### src/rtl/weight_mem_ctrl_pkg.sv
// ---------------------------------------------------------------------------
// weight_mem_ctrl_pkg
//
// Purpose: shared definitions for the weight-memory sequencer of one layer.
//   - Default layer geometry (neurons, weights per neuron, widths).
//   - Sequencer state encoding.
//   - Helper that derives an index width from an element count.
//
// No ports (package).
// ---------------------------------------------------------------------------
package weight_mem_ctrl_pkg;

  // Width needed to index 'count' elements. Never returns less than 1, so a
  // single-element bank still gets a legal one-bit index.
  function automatic int index_width(input int count);
    return (count > 1) ? $clog2(count) : 1;
  endfunction

  localparam int DEF_NUM_NEURONS   = 30;
  localparam int DEF_NUM_WEIGHT    = 784;
  localparam int DEF_ADDRESS_WIDTH = 10;
  localparam int DEF_DATA_WIDTH    = 16;
  localparam int DEF_NEURON_WIDTH  = index_width(DEF_NUM_NEURONS);

  // EMPTY : nothing loaded yet, waiting for the first config beat
  // LOAD  : streaming weights neuron by neuron into the memories
  // READY : every memory holds a full weight set, waiting for start
  // RUN   : scanning all memories in lockstep with the layer inputs
  typedef enum logic [1:0] {
    ST_EMPTY = 2'd0,
    ST_LOAD  = 2'd1,
    ST_READY = 2'd2,
    ST_RUN   = 2'd3
  } state_t;

endpackage

### src/rtl/weight_mem_ctrl_addr_counter.sv
// ---------------------------------------------------------------------------
// weight_addr_counter
//
// Purpose: address counter shared by the write pointer (load path) and the
// read pointer (inference scan). Counts up by one when enabled, stops at
// lastValue instead of wrapping, and raises at_last while sitting there.
// A clear has priority over an increment.
//
// Ports:
//   clk      in   rising-edge clock
//   rst      in   synchronous active-high reset, count returns to 0
//   en       in   advance the count (ignored once at lastValue)
//   clr      in   return the count to 0 on the next edge
//   count    out  current address
//   at_last  out  count == lastValue
// ---------------------------------------------------------------------------
module weight_addr_counter
  import weight_mem_ctrl_pkg::*;
#(
  parameter int addressWidth = DEF_ADDRESS_WIDTH,
  parameter int lastValue    = DEF_NUM_WEIGHT - 1
) (
  input  logic                    clk,
  input  logic                    rst,
  input  logic                    en,
  input  logic                    clr,
  output logic [addressWidth-1:0] count,
  output logic                    at_last
);

  assign at_last = (count == addressWidth'(lastValue));

  // Saturating counter: an over-long weight stream keeps rewriting the final
  // address rather than wrapping onto the start of the memory.
  always_ff @(posedge clk) begin
    if (rst) begin
      count <= '0;
    end else if (clr) begin
      count <= '0;
    end else if (en && !at_last) begin
      count <= count + addressWidth'(1);
    end
  end

endmodule

### src/rtl/weight_mem_ctrl.sv
// ---------------------------------------------------------------------------
// weight_mem_ctrl
//
// Purpose: sequencer for a layer's bank of per-neuron weight memories
// (1-cycle read latency, one write port each). Loads weights neuron by
// neuron from a valid/ready config stream, then scans every memory in
// lockstep with the layer's input stream during inference.
//
// Build option:
//   PRETRAINED_WEIGHTS_EN  memories come up pre-initialised; the load path is
//                          not built, reset lands directly in READY with
//                          load_done=1, cfg_ready and wen are tied low.
//
// Ports:
//   clk         in   rising-edge clock
//   rst         in   synchronous active-high reset (returns to EMPTY)
//   cfg_valid   in   config weight beat valid
//   cfg_ready   out  beat accepted when cfg_valid & cfg_ready
//   cfg_data    in   weight value
//   cfg_last    in   final weight of the current neuron
//   start       in   one-cycle pulse, begins one inference scan
//   in_valid    in   one layer input presented this cycle
//   wen         out  one-hot write enables, one per neuron memory
//   wadd        out  shared write address
//   win         out  shared write data
//   ren         out  read enable to all memories
//   radd        out  shared read address
//   wout_valid  out  memory read data valid (ren delayed one cycle)
//   load_done   out  level, every neuron has been loaded
//   run_done    out  one-cycle pulse, scan complete
//   cfg_err     out  sticky, a neuron's weight stream was the wrong length
// ---------------------------------------------------------------------------
module weight_mem_ctrl
  import weight_mem_ctrl_pkg::*;
#(
  parameter int numNeurons   = DEF_NUM_NEURONS,
  parameter int numWeight    = DEF_NUM_WEIGHT,
  parameter int addressWidth = DEF_ADDRESS_WIDTH,
  parameter int dataWidth    = DEF_DATA_WIDTH,
  parameter int neuronWidth  = DEF_NEURON_WIDTH
) (
  input  logic                    clk,
  input  logic                    rst,
  input  logic                    cfg_valid,
  output logic                    cfg_ready,
  input  logic [dataWidth-1:0]    cfg_data,
  input  logic                    cfg_last,
  input  logic                    start,
  input  logic                    in_valid,
  output logic [numNeurons-1:0]   wen,
  output logic [addressWidth-1:0] wadd,
  output logic [dataWidth-1:0]    win,
  output logic                    ren,
  output logic [addressWidth-1:0] radd,
  output logic                    wout_valid,
  output logic                    load_done,
  output logic                    run_done,
  output logic                    cfg_err
);

  state_t                  state;
  logic [addressWidth-1:0] rd_count;
  logic                    rd_last;
  logic                    rd_clr;

  // Reads only happen inside a scan. Gating with rst keeps a read from
  // escaping on the cycle the sequencer is being thrown back to EMPTY.
  assign ren    = !rst && (state == ST_RUN) && in_valid;
  assign radd   = rd_count;
  assign rd_clr = ren && rd_last;

  weight_addr_counter #(
    .addressWidth (addressWidth),
    .lastValue    (numWeight - 1)
  ) u_read_counter (
    .clk     (clk),
    .rst     (rst),
    .en      (ren),
    .clr     (rd_clr),
    .count   (rd_count),
    .at_last (rd_last)
  );

`ifndef PRETRAINED_WEIGHTS_EN
  logic                    load_ready;
  logic [addressWidth-1:0] wptr;
  logic                    wptr_last;
  logic [neuronWidth-1:0]  nidx;
  logic                    accept;
  logic                    beat_err;
  logic                    last_neuron;

  assign cfg_ready   = load_ready;
  assign accept      = cfg_valid && load_ready && !rst;

  // A neuron's stream is well formed only when cfg_last lands exactly on the
  // final weight address; either mismatch direction is a malformed load.
  assign beat_err    = (cfg_last != wptr_last);
  assign last_neuron = (nidx == neuronWidth'(numNeurons - 1));

  weight_addr_counter #(
    .addressWidth (addressWidth),
    .lastValue    (numWeight - 1)
  ) u_write_counter (
    .clk     (clk),
    .rst     (rst),
    .en      (accept),
    .clr     (accept && cfg_last),
    .count   (wptr),
    .at_last (wptr_last)
  );

  // Writes go out in the same cycle as the accepted beat so the memory sees
  // data, address and strobe together without an extra pipeline stage.
  assign wen  = accept ? (numNeurons'(1) << nidx) : '0;
  assign wadd = wptr;
  assign win  = accept ? cfg_data : '0;
`else
  logic unused_cfg;

  assign unused_cfg = ^{cfg_valid, cfg_data, cfg_last};
  assign cfg_ready  = 1'b0;
  assign wen        = '0;
  assign wadd       = '0;
  assign win        = '0;
`endif

  // Main sequencer. load_done, run_done, cfg_err, wout_valid and the load
  // handshake ready are all registered here so downstream logic sees clean
  // flop outputs. A reload after READY is only possible through rst.
  always_ff @(posedge clk) begin
    if (rst) begin
      run_done   <= 1'b0;
      wout_valid <= 1'b0;
      cfg_err    <= 1'b0;
`ifdef PRETRAINED_WEIGHTS_EN
      state      <= ST_READY;
      load_done  <= 1'b1;
`else
      state      <= ST_EMPTY;
      load_done  <= 1'b0;
      load_ready <= 1'b0;
      nidx       <= '0;
`endif
    end else begin
      run_done   <= 1'b0;
      wout_valid <= ren;
      case (state)
`ifndef PRETRAINED_WEIGHTS_EN
        ST_EMPTY, ST_LOAD: begin
          load_ready <= 1'b1;
          if (accept) begin
            state <= ST_LOAD;
            if (beat_err) begin
              cfg_err <= 1'b1;
            end
            if (cfg_last) begin
              if (last_neuron) begin
                state      <= ST_READY;
                load_done  <= 1'b1;
                load_ready <= 1'b0;
              end else begin
                nidx <= nidx + neuronWidth'(1);
              end
            end
          end
        end
`endif
        ST_READY: begin
          // in_valid alongside start is deliberately ignored; the scan's
          // first read happens on the following cycle.
          if (start) begin
            state <= ST_RUN;
          end
        end
        ST_RUN: begin
          if (ren && rd_last) begin
            state    <= ST_READY;
            run_done <= 1'b1;
          end
        end
        default: begin
        end
      endcase
    end
  end

endmodule

### config.mk
export PLATFORM = sky130hd
export DESIGN_NAME = weight_mem_ctrl
export DESIGN_NICKNAME = d
export VERILOG_FILES = /design/src/rtl/weight_mem_ctrl_pkg.sv /design/src/rtl/weight_mem_ctrl_addr_counter.sv /design/src/rtl/weight_mem_ctrl.sv
export SDC_FILE = /design/constraint.sdc
export NUM_CORES = 1
export LEC_CHECK = 0
export ABC_AREA = 0
export CAP_MARGIN = 20
export CORE_UTILIZATION = 36
export DETAILED_ROUTE_END_ITERATION = 6
export PLACE_DENSITY = 0.77
export REMOVE_ABC_BUFFERS = 1
export SLEW_MARGIN = 15
export SYNTH_ARGS = -nofsm -noshare
export SYNTH_HDL_FRONTEND = slang
export SYNTH_SLANG_ARGS = --single-unit
### constraint.sdc
create_clock -name clk -period 1.7 [get_ports clk]
set_input_delay 0.51 -clock clk [delete_from_list [all_inputs] [get_ports clk]]
set_output_delay 0.51 -clock clk [all_outputs]
set_load 0.01 [all_outputs]
==> results.py, run 1 <==
metrics = {
    "global_route": {
        "grt_pass1_vias": 2161,
        "antenna_found_initial": 0,
        "grt_pass1_wl_um": 9780,
        "grt_max_degree": 12,
        "grtUsageTotal": 0.231,
        "overflow": 0,
    },
    "timing": {
        "hold-worst-slack_ns": 0.483,
        "setup_viol": 48,
        "setup_slack_ns": -0.475,
        "setup_tns_ns": -15.41,
        "slew-limit-headroom": 0.699,
        "rsz0062_at_grt": "yes",
        "fmax_mhz": 460,
        "worst_pin_slew_ns": 0.441,
        "min_period_over_period": 1.28,
        "finalCriticalPeriod_ns": 2.18,
        "hold_viol": 0,
        "clock-skew-final_ns": 0.0118,
        "final_max_slew_viol_count": 0,
    },
    "yosys": {
        "synth_seq_cells": 32,
        "syn_area_um2": 1890,
        "synthTopCellsByArea": "dfxtp_1, nor2_1, xnor2_1, and2_1, ha_1",
        "avgSynthCellArea_um2": 7.95,
        "yosysUniqueCellTypes": 45,
        "synth_edf_count": 0,
        "synth_top_area_frac": 0.338,
        "yosys.area.top_type": "dfxtp_1",
        "synthCells": 238,
        "yosysSeqAreaShare": 0.338,
        "yosysWarningCount": 0,
        "async_flop_share": 0,
        "synth_ff_type": "dfxtp_1",
    },
    "clock_network": {
        "clk_path_buf_depth": 2,
        "insertion_delay_ns": 0.29,
        "ctsHoldBuffers": 0,
        "root_buffer": "clkbuf_8",
        "cts_sinks": 32,
        "clk_pin_slew_worst_paths_ns": 0.06,
        "cts_max_level": 2,
        "cts_tree": "built",
        "cts_made_buffers": 5,
    },
    "critical_path": {
        "critical_path_class": "input port to primary output",
        "crit_family": "simple AND/OR/NAND/NOR gates",
        "slowest_stage": "and3b_2",
        "worstPathRequired_ns": 1.19,
        "crit_chain": "buf_6, buf_6, and3b_2, nand3b_1, buf_6, nor2_2, buf_2",
        "worstPathMaxFanout": 4,
        "crit_path_end_kind": "primary output",
        "cpPeakStageDelay_ns": 0.28,
        "cp-start-kind": "input port",
        "worst-path-buf-inv": 4,
        "cp.arrival_ns": 1.67,
        "critPathMostFrequentCell": "buf_6",
    },
    "routing": {
        "wirelength_um": 6810,
        "drt_iter0_drc": 122,
        "drc": 0,
        "avgRoutedWirePerCell_um": 14.8,
        "viasPerCell": 5.06,
        "dr.pass1.iters": 6,
        "vias": 2334,
        "ant_nets": 0,
    },
    "finish": {
        "area_delta_synth_final_pct": 89.7,
        "drive_gt1_frac": 0.476,
        "final_common_cell": "buf_4",
        "fin_cells": 461,
        "diodes": 0,
        "num-nets-final": 420,
        "final_cell_mix": "buf_4, nor2_1, buf_6",
        "postLayoutCoreUtil": 0.708,
    },
    "floorplanning": {
        "dieHeight_um": 74.5,
        "ios": 94,
        "core_um2": 5070,
        "start_util": 0.373,
        "die-area_um2": 5550,
        "die_w_um": 74.5,
        "num_rows": 26,
    },
    "flow_run": {
        "drv_cap": 0,
    },
    "min_path": {
        "hold_path_class": "flip-flop to flip-flop",
    },
    "run_status": {
        "status": "complete, but fails checks",
        "violations": "setup timing",
    },
    "placement": {
        "dp_cells": 430,
        "place_congestion": 0.803,
        "dp_hpwl_um": 4240,
        "numPortBuffers": 93,
    },
    "power_and_ir_drop": {
        "ir_drop_v": 0.000603,
        "power_leakage_nw": 1.74,
        "power.density_nw_per_um2": 511,
    },
}
==> layout make-up <==
type / count / area, um^2
Fill cell: 391 / 1480
Multi-Input combinational cell: 184 / 1340
Timing Repair Buffer: 154 / 1330
Sequential cell: 32 / 659
Clock buffer: 7 / 96.3
Tap cell: 70 / 87.6
Inverter: 13 / 48.8
Clock inverter: 1 / 30.0
==> power breakdown <==
part           switching, mW  leakage [nW]  internal, mW
clock                  0.296        0.0645         0.517
sequential           0.00875         0.266         0.757
combinational          0.103          1.41         0.153
==> cells by family after synthesis <==
family,Yosys count,synth area share
muxes,2,0.0106
and+or+nand+nor,135,0.382
AOI/OAI and AO/OA,23,0.0925
xor gates and xnor gates,16,0.0740
adders and majority gates,8,0.0529
buffers and inverters,22,0.0496
DFF,32,0.338
==> sequential cells by signal, summed over array words and instances, names as in the netlist <==
register,cells
nidx,5
load_done,1
wout_valid,1
u_read_counter.count,10
cfg_ready,1
state,2
cfg_err,1
u_write_counter.count,10
run_done,1
==> through the flow <==
| stage | cell area (um^2) | total power [mW] | setup slack, ns |
|---|---|---|---|
| global route | 3590 | 1.88 | -0.504 |
| detailed placement | 3150 | 0.977 | -1.12 |
| CTS | 3380 | 1.81 | -0.398 |
| finish | 3590 | 1.84 | -0.475 |
| floorplan | 1850 | 0.840 | -0.440 |
| global placement | 3150 | 0.973 | -1.07 |
==> timing repair <==
action,CTS,global route
cloned,1,0
setup endpoints to repair,82,53
buffers inserted,18,6
resized for setup,282,50
pin swaps,37,15
==> metal layers <==
| layer | GRT usage | vias to the layer above | part of all wire |
|---|---|---|---|
| met5 | 0 | - | 0 |
| met4 | 0.0608 | 0 | 0.022 |
| met3 | 0.0596 | 20 | 0.062 |
| met2 | 0.428 | 110 | 0.52 |
| met1 | 0.261 | 1090 | 0.40 |
| li1 | - | 1114 | - |
==> final timing paths <==
| path | from | endpoint | slack (ns) | cells after the start |
|---|---|---|---|---|
| setup / recovery | rst | wen[12] | -0.48 | 7 |
| hold reg to reg | load_done | load_done | 0.48 | 1 |
| hold / removal | load_done | load_done | 0.48 | 1 |
| setup reg to reg | cfg_ready | nidx[3] | 0.03 | 8 |
==> cells in the mapped netlist, drive strengths merged (3+ instances only) <==
library cell	number
nand4	7
xnor2	13
clkbuf	4
nand3	12
a21oi	5
buf	5
nand2	18
and2	16
inv	13
a211oi	5
xor2	3
dfxtp	32
nor3	3
nor2	56
or3	3
nor2b	3
nor4	6
ha	8
and3	3
Note: power is estimated with default switching activity, not from simulation.
==> inputs of run 2 (changes only) <==
- CORE_UTILIZATION: 36 -> 38
- PLACE_DENSITY: 0.77 -> 0.78
- RECOVER_POWER: unset -> 100
- SYNTH_HIERARCHICAL: unset -> 1
==> run 2 against run 1 <==
The run still ends with setup timing left. Flip-flop and latch count unchanged. Synthesized cell count increased by 13%. Total power decreased by 7.9%. Cell area increased by 14%. Clock power decreased by 20%. Count of clock-buffer cells in the layout unchanged. Global-route usage increased by 3.7 points. Wire length increased by 37%. Largest power group is now registers.
==> results.py, run 2 <==
metrics = {
    "routing": {
        "drt_iter0_drc": 132,
        "dr.pass1.iters": 4,
        "drc": 0,
        "ant_nets": 0,
        "viasPerCell": 5.76,
        "avgRoutedWirePerCell_um": 18.5,
        "wirelength_um": 9330,
        "vias": 2904,
    },
    "flow_run": {
        "drv_cap": 0,
    },
    "yosys": {
        "synth_edf_count": 0,
        "async_flop_share": 0,
        "yosysUniqueCellTypes": 45,
        "synthCells": 269,
        "yosysSeqAreaShare": 0.308,
        "synth_top_area_frac": 0.308,
        "avgSynthCellArea_um2": 7.74,
        "yosys.cell_count.top_type": "nor2_1",
        "synth_common_cells": "nor2_1, dfxtp_1, nand2_1",
        "syn_area_um2": 2080,
        "synth_seq_cells": 32,
        "yosysWarningCount": 6,
        "synthTopCellsByArea": "dfxtp_1, nor2_1, and2_1, ha_1, nand2_1",
        "synth_ff_type": "dfxtp_1",
        "yosys.area.top_type": "dfxtp_1",
    },
    "placement": {
        "place_congestion": 0.890,
        "numPortBuffers": 93,
        "dp_hpwl_um": 5090,
    },
    "timing": {
        "clock-skew-final_ns": 0.0117,
        "hold_viol": 0,
        "slew-limit-headroom": 0.639,
        "setup_slack_ns": -0.385,
        "setup_viol": 68,
        "setup_tns_ns": -14.72,
        "worst_pin_slew_ns": 0.537,
        "finalCriticalPeriod_ns": 2.08,
        "final_max_slew_viol_count": 0,
        "min_period_over_period": 1.23,
        "rsz0062_at_grt": "yes",
        "fmax_mhz": 480,
    },
    "critical_path": {
        "cp-start-kind": "input port",
        "critical_path_class": "input port to primary output",
        "cp.arrival_ns": 1.57,
        "crit_path_end_kind": "primary output",
        "worstPathRequired_ns": 1.19,
        "worstPathMaxFanout": 7,
    },
    "finish": {
        "final_cell_mix": "buf_4, buf_6, buf_2",
        "num-nets-final": 464,
        "fill_cells": 317,
        "area_delta_synth_final_pct": 95.9,
        "reg_top3": "u_read_counter/count x10, u_write_counter/count x10, nidx x5",
        "drive_gt1_frac": 0.532,
        "diodes": 0,
        "final_common_cell": "buf_4",
    },
    "run_status": {
        "status": "complete, but fails checks",
        "violations": "setup timing",
    },
    "global_route": {
        "grt_pass1_vias": 2644,
        "grt_max_degree": 18,
        "antenna_found_initial": 0,
        "grt_pass1_wl_um": 12700,
        "grtUsageTotal": 0.268,
        "overflow": 0,
    },
    "clock_network": {
        "cts_tree": "built",
        "insertion_delay_ns": 0.30,
        "cts_max_level": 2,
        "cts_made_buffers": 5,
        "root_buffer": "clkbuf_8",
        "clk_pin_slew_worst_paths_ns": 0.06,
        "ctsHoldBuffers": 0,
        "cts_sinks": 32,
        "clk_path_buf_depth": 2,
    },
    "floorplanning": {
        "num_rows": 26,
        "die-area_um2": 5780,
        "core_um2": 5200,
        "dieHeight_um": 76.0,
        "die_w_um": 76.0,
        "ios": 94,
        "start_util": 0.400,
    },
    "power_and_ir_drop": {
        "power_leakage_nw": 1.67,
        "p_total_mw": 1.69,
        "power.density_nw_per_um2": 414,
        "ir_drop_v": 0.000282,
    },
    "min_path": {
        "hold_path_class": "flip-flop to flip-flop",
    },
}
[run 2: cell types whose count changed in the layout (fill, tap and decap cells not counted), moves of 6 or more]
cell | previous run | this run
buf_4 | 44 | 51
dfxtp_1 | 17 | 27
dfxtp_2 | 15 | 2
inv_1 | 11 | 5
nand3_4 | 1 | 8
nor2_1 | 39 | 21
xnor2_1 | 13 | 0
[run 2: metrics by stage]
| step | utilization | setup slack, ns | instances | hold WS [ns] | area, um^2 |
|---|---|---|---|---|---|
| final | 0.784 | -0.385 | 504 | 0.481 | 4080 |
| after global placement | 0.666 | -1.04 | 478 | 0.455 | 3470 |
| after floorplan | - | -0.559 | 255 | 0.461 | 2000 |
| after CTS | 0.732 | -0.296 | 502 | 0.484 | 3810 |
| after detailed placement | 0.666 | -1.07 | 478 | 0.461 | 3470 |
| after global routing | 0.784 | -0.414 | 504 | 0.503 | 4080 |
[run 2: repair_timing]
item / CTS / global route
pin swaps: 48 / 25
buffers inserted: 17 / 5
setup endpoints to repair: 94 / 74
gates cloned: 1 / 0
resized for setup: 313 / 75
[run 2: report_power, final]
part           switching, mW  internal, mW
Clock                  0.289         0.360
Combinational          0.125         0.150
Sequential            0.0113         0.754
[run 2: path summary, 6_finish.rpt]
path | slack (ns) | startpoint | to | cells after the start
worst max-delay path | -0.38 | rst | wen[5] | 7
worst min-delay path | 0.48 | load_done | load_done | 1
worst max register to register | -0.24 | cfg_ready | u_write_counter/count[8] | 9
worst min register to register | 0.48 | load_done | load_done | 1
[run 2: critical path, cell delays in order]
cell	delay [ns]
buf_6	0.09
nand3b_1	0.23
inv_4	0.16
buf_6	0.13
nand3_4	0.11
nor3_4	0.16
buf_2	0.17
[run 2: per-layer routing]
layer,GRT usage,vias to the layer above,wire [um]
met5,0,-,0
met4,0.117,0,510
met3,0.0503,42,544
met2,0.502,153,4760
met1,0.292,1405,3520
li1,-,1304,-
[run 2: final cells by class]
cell class              instances  area (um^2)  area share
flip-flops and latches         32          654       0.160
well taps                      70         87.6      0.0215
multi-input cells             214         1790       0.439
clock buffers                   7         96.3      0.0236
repair buffers                172         1410       0.346
inverters                       9         41.3      0.0101
[run 2: cells by family after synthesis]
group,after synthesis,synth area share
and+or+nand+nor,150,0.395
AOI/OAI and AO/OA,48,0.153
DFF,32,0.308
buffers and inverters,23,0.0577
adders and majority gates,8,0.0480
muxes,7,0.0348
xor gates and xnor gates,1,0.00420
==> inputs of run 3 (changes only) <==
- CORE_MARGIN: unset -> 4
- CORE_UTILIZATION: 38 -> 39
- CTS_BUF_LIST: unset -> sky130_fd_sc_hd__clkbuf_8
- PLACE_DENSITY: 0.78 -> 0.8
- SLEW_MARGIN: 15 -> 20
==> run 3 against run 2 <==
The run still ends with setup timing left. First-iteration DRC count fell by 14%. Clock skew fell by 0.0022 ns. Core utilization fell by 3.0 points. Worst hold slack got worse by 0.0038 ns. Largest cell class unchanged.
==> results.py, run 3 (same netlist as run 2, synthesis figures left out) <==
metrics = {
    "global_route": {
        "overflow": 0,
        "grt_pass1_wl_um": 11900,
        "grt_pass1_vias": 2513,
        "grtUsageTotal": 0.229,
        "grt_max_degree": 18,
        "antenna_found_initial": 0,
    },
    "critical_path": {
        "slowest_stage": "or2_4",
        "worstPathMaxFanout": 5,
        "crit_path_end_kind": "primary output",
        "crit_chain": "buf_6, nand3b_1, buf_4, or2_4, nor2_1, buf_2",
        "cpPeakStageDelay_ns": 0.25,
        "critical_path_class": "input port to primary output",
        "cp.arrival_ns": 1.50,
        "worstPathRequired_ns": 1.19,
        "cp-start-kind": "input port",
    },
    "finish": {
        "final_common_cell": "buf_4",
        "area_delta_synth_final_pct": 86.1,
        "fin_cells": 501,
        "reg_top3": "u_read_counter/count x10, u_write_counter/count x10, nidx x5",
        "final_cell_mix": "buf_4, buf_6, buf_2",
        "final_area_um2": 3880,
        "diodes": 0,
        "num-nets-final": 460,
        "drive_gt1_frac": 0.478,
    },
    "timing": {
        "fmax_mhz": 498,
        "clock-skew-final_ns": 0.00952,
        "worst_pin_slew_ns": 0.400,
        "min_period_over_period": 1.18,
        "rsz0062_at_grt": "yes",
        "finalCriticalPeriod_ns": 2.01,
        "setup_slack_ns": -0.307,
        "setup_viol": 56,
        "setup_tns_ns": -12.10,
        "hold-worst-slack_ns": 0.477,
        "final_max_slew_viol_count": 0,
        "hold_viol": 0,
        "slew-limit-headroom": 0.731,
    },
    "placement": {
        "dp_hpwl_um": 5180,
        "placed_area_um2": 3410,
        "numPortBuffers": 93,
        "dp_cells": 471,
        "place_ws_ns": -1.08,
        "place_congestion": 0.835,
    },
    "floorplanning": {
        "die_w_um": 81.1,
        "start_util": 0.405,
        "die-area_um2": 6570,
        "ios": 94,
        "num_rows": 26,
        "dieHeight_um": 81.1,
        "core_um2": 5140,
    },
    "clock_network": {
        "clk_path_buf_depth": 2,
        "cts_made_buffers": 5,
        "cts_max_level": 2,
        "cts_tree": "built",
        "cts_sinks": 32,
        "insertion_delay_ns": 0.29,
        "clk_pin_slew_worst_paths_ns": 0.07,
        "root_buffer": "clkbuf_8",
    },
    "routing": {
        "drc": 0,
        "ant_nets": 0,
        "wirelength_um": 8630,
        "dr.pass1.iters": 4,
        "avgRoutedWirePerCell_um": 17.2,
        "vias": 2725,
        "viasPerCell": 5.44,
        "drt_iter0_drc": 113,
    },
    "flow_run": {
        "drv_cap": 0,
    },
    "power_and_ir_drop": {
        "power_leakage_nw": 1.66,
        "power.density_nw_per_um2": 426,
        "ir_drop_v": 0.000432,
    },
    "min_path": {
        "hold_path_class": "flip-flop to flip-flop",
    },
    "run_status": {
        "status": "complete, but fails checks",
        "violations": "setup timing",
    },
}
[run 3: cell type report]
cell class | count | area [um^2]
clock buffers | 6 | 82.6
multi-input cells | 214 | 1640
inverters | 9 | 36.3
repair buffers | 168 | 1380
clock inverters | 2 | 10.0
well taps | 70 | 87.6
flip-flops and latches | 32 | 648
fillers | 345 | 1260
[run 3: critical path, delay by kind of cell]
family | cells | cell delay (ns)
and+or+nand+nor | 3 | 0.56
buffers and inverters | 3 | 0.42
[run 3: path summary, 6_finish.rpt]
path | cells past startpoint | start | slack, ns | end
max | 6 | rst | -0.31 | wen[9]
min | 1 | load_done | 0.48 | load_done
max reg2reg | 10 | cfg_ready | -0.23 | u_write_counter/count[5]
min reg2reg | 1 | load_done | 0.48 | load_done
[run 3: what timing repair did]
| item | CTS | global route |
|---|---|---|
| setup buffers | 16 | 6 |
| gates resized for setup | 298 | 61 |
| setup endpoints to repair | 95 | 70 |
| hold buffers | 0 | 0 |
| pin swaps | 42 | 22 |
| gates cloned | 1 | 0 |
[run 3: power by group]
group | switching [mW] | internal, mW | total [mW] | leakage (nW)
logic | 0.122 | 0.149 | 0.270 | 1.35
registers | 0.00757 | 0.755 | 0.762 | 0.260
clock network | 0.295 | 0.323 | 0.618 | 0.0510
total | 0.424 | 1.23 | 1.65 | 1.66
[run 3: routing by layer]
| metal | track usage | part of all wire |
|---|---|---|
| met5 | 0 | 0 |
| met2 | 0.429 | 0.49 |
| met3 | 0.0654 | 0.084 |
| met1 | 0.249 | 0.40 |
| met4 | 0.0676 | 0.028 |
[run 3: stage by stage]
stage                     utilization  power, mW
after global routing            0.754       1.70
after detailed placement        0.664      0.983
after CTS                       0.711       1.62
after global placement          0.664      0.979
final                           0.754       1.65
after floorplan                     -      0.850
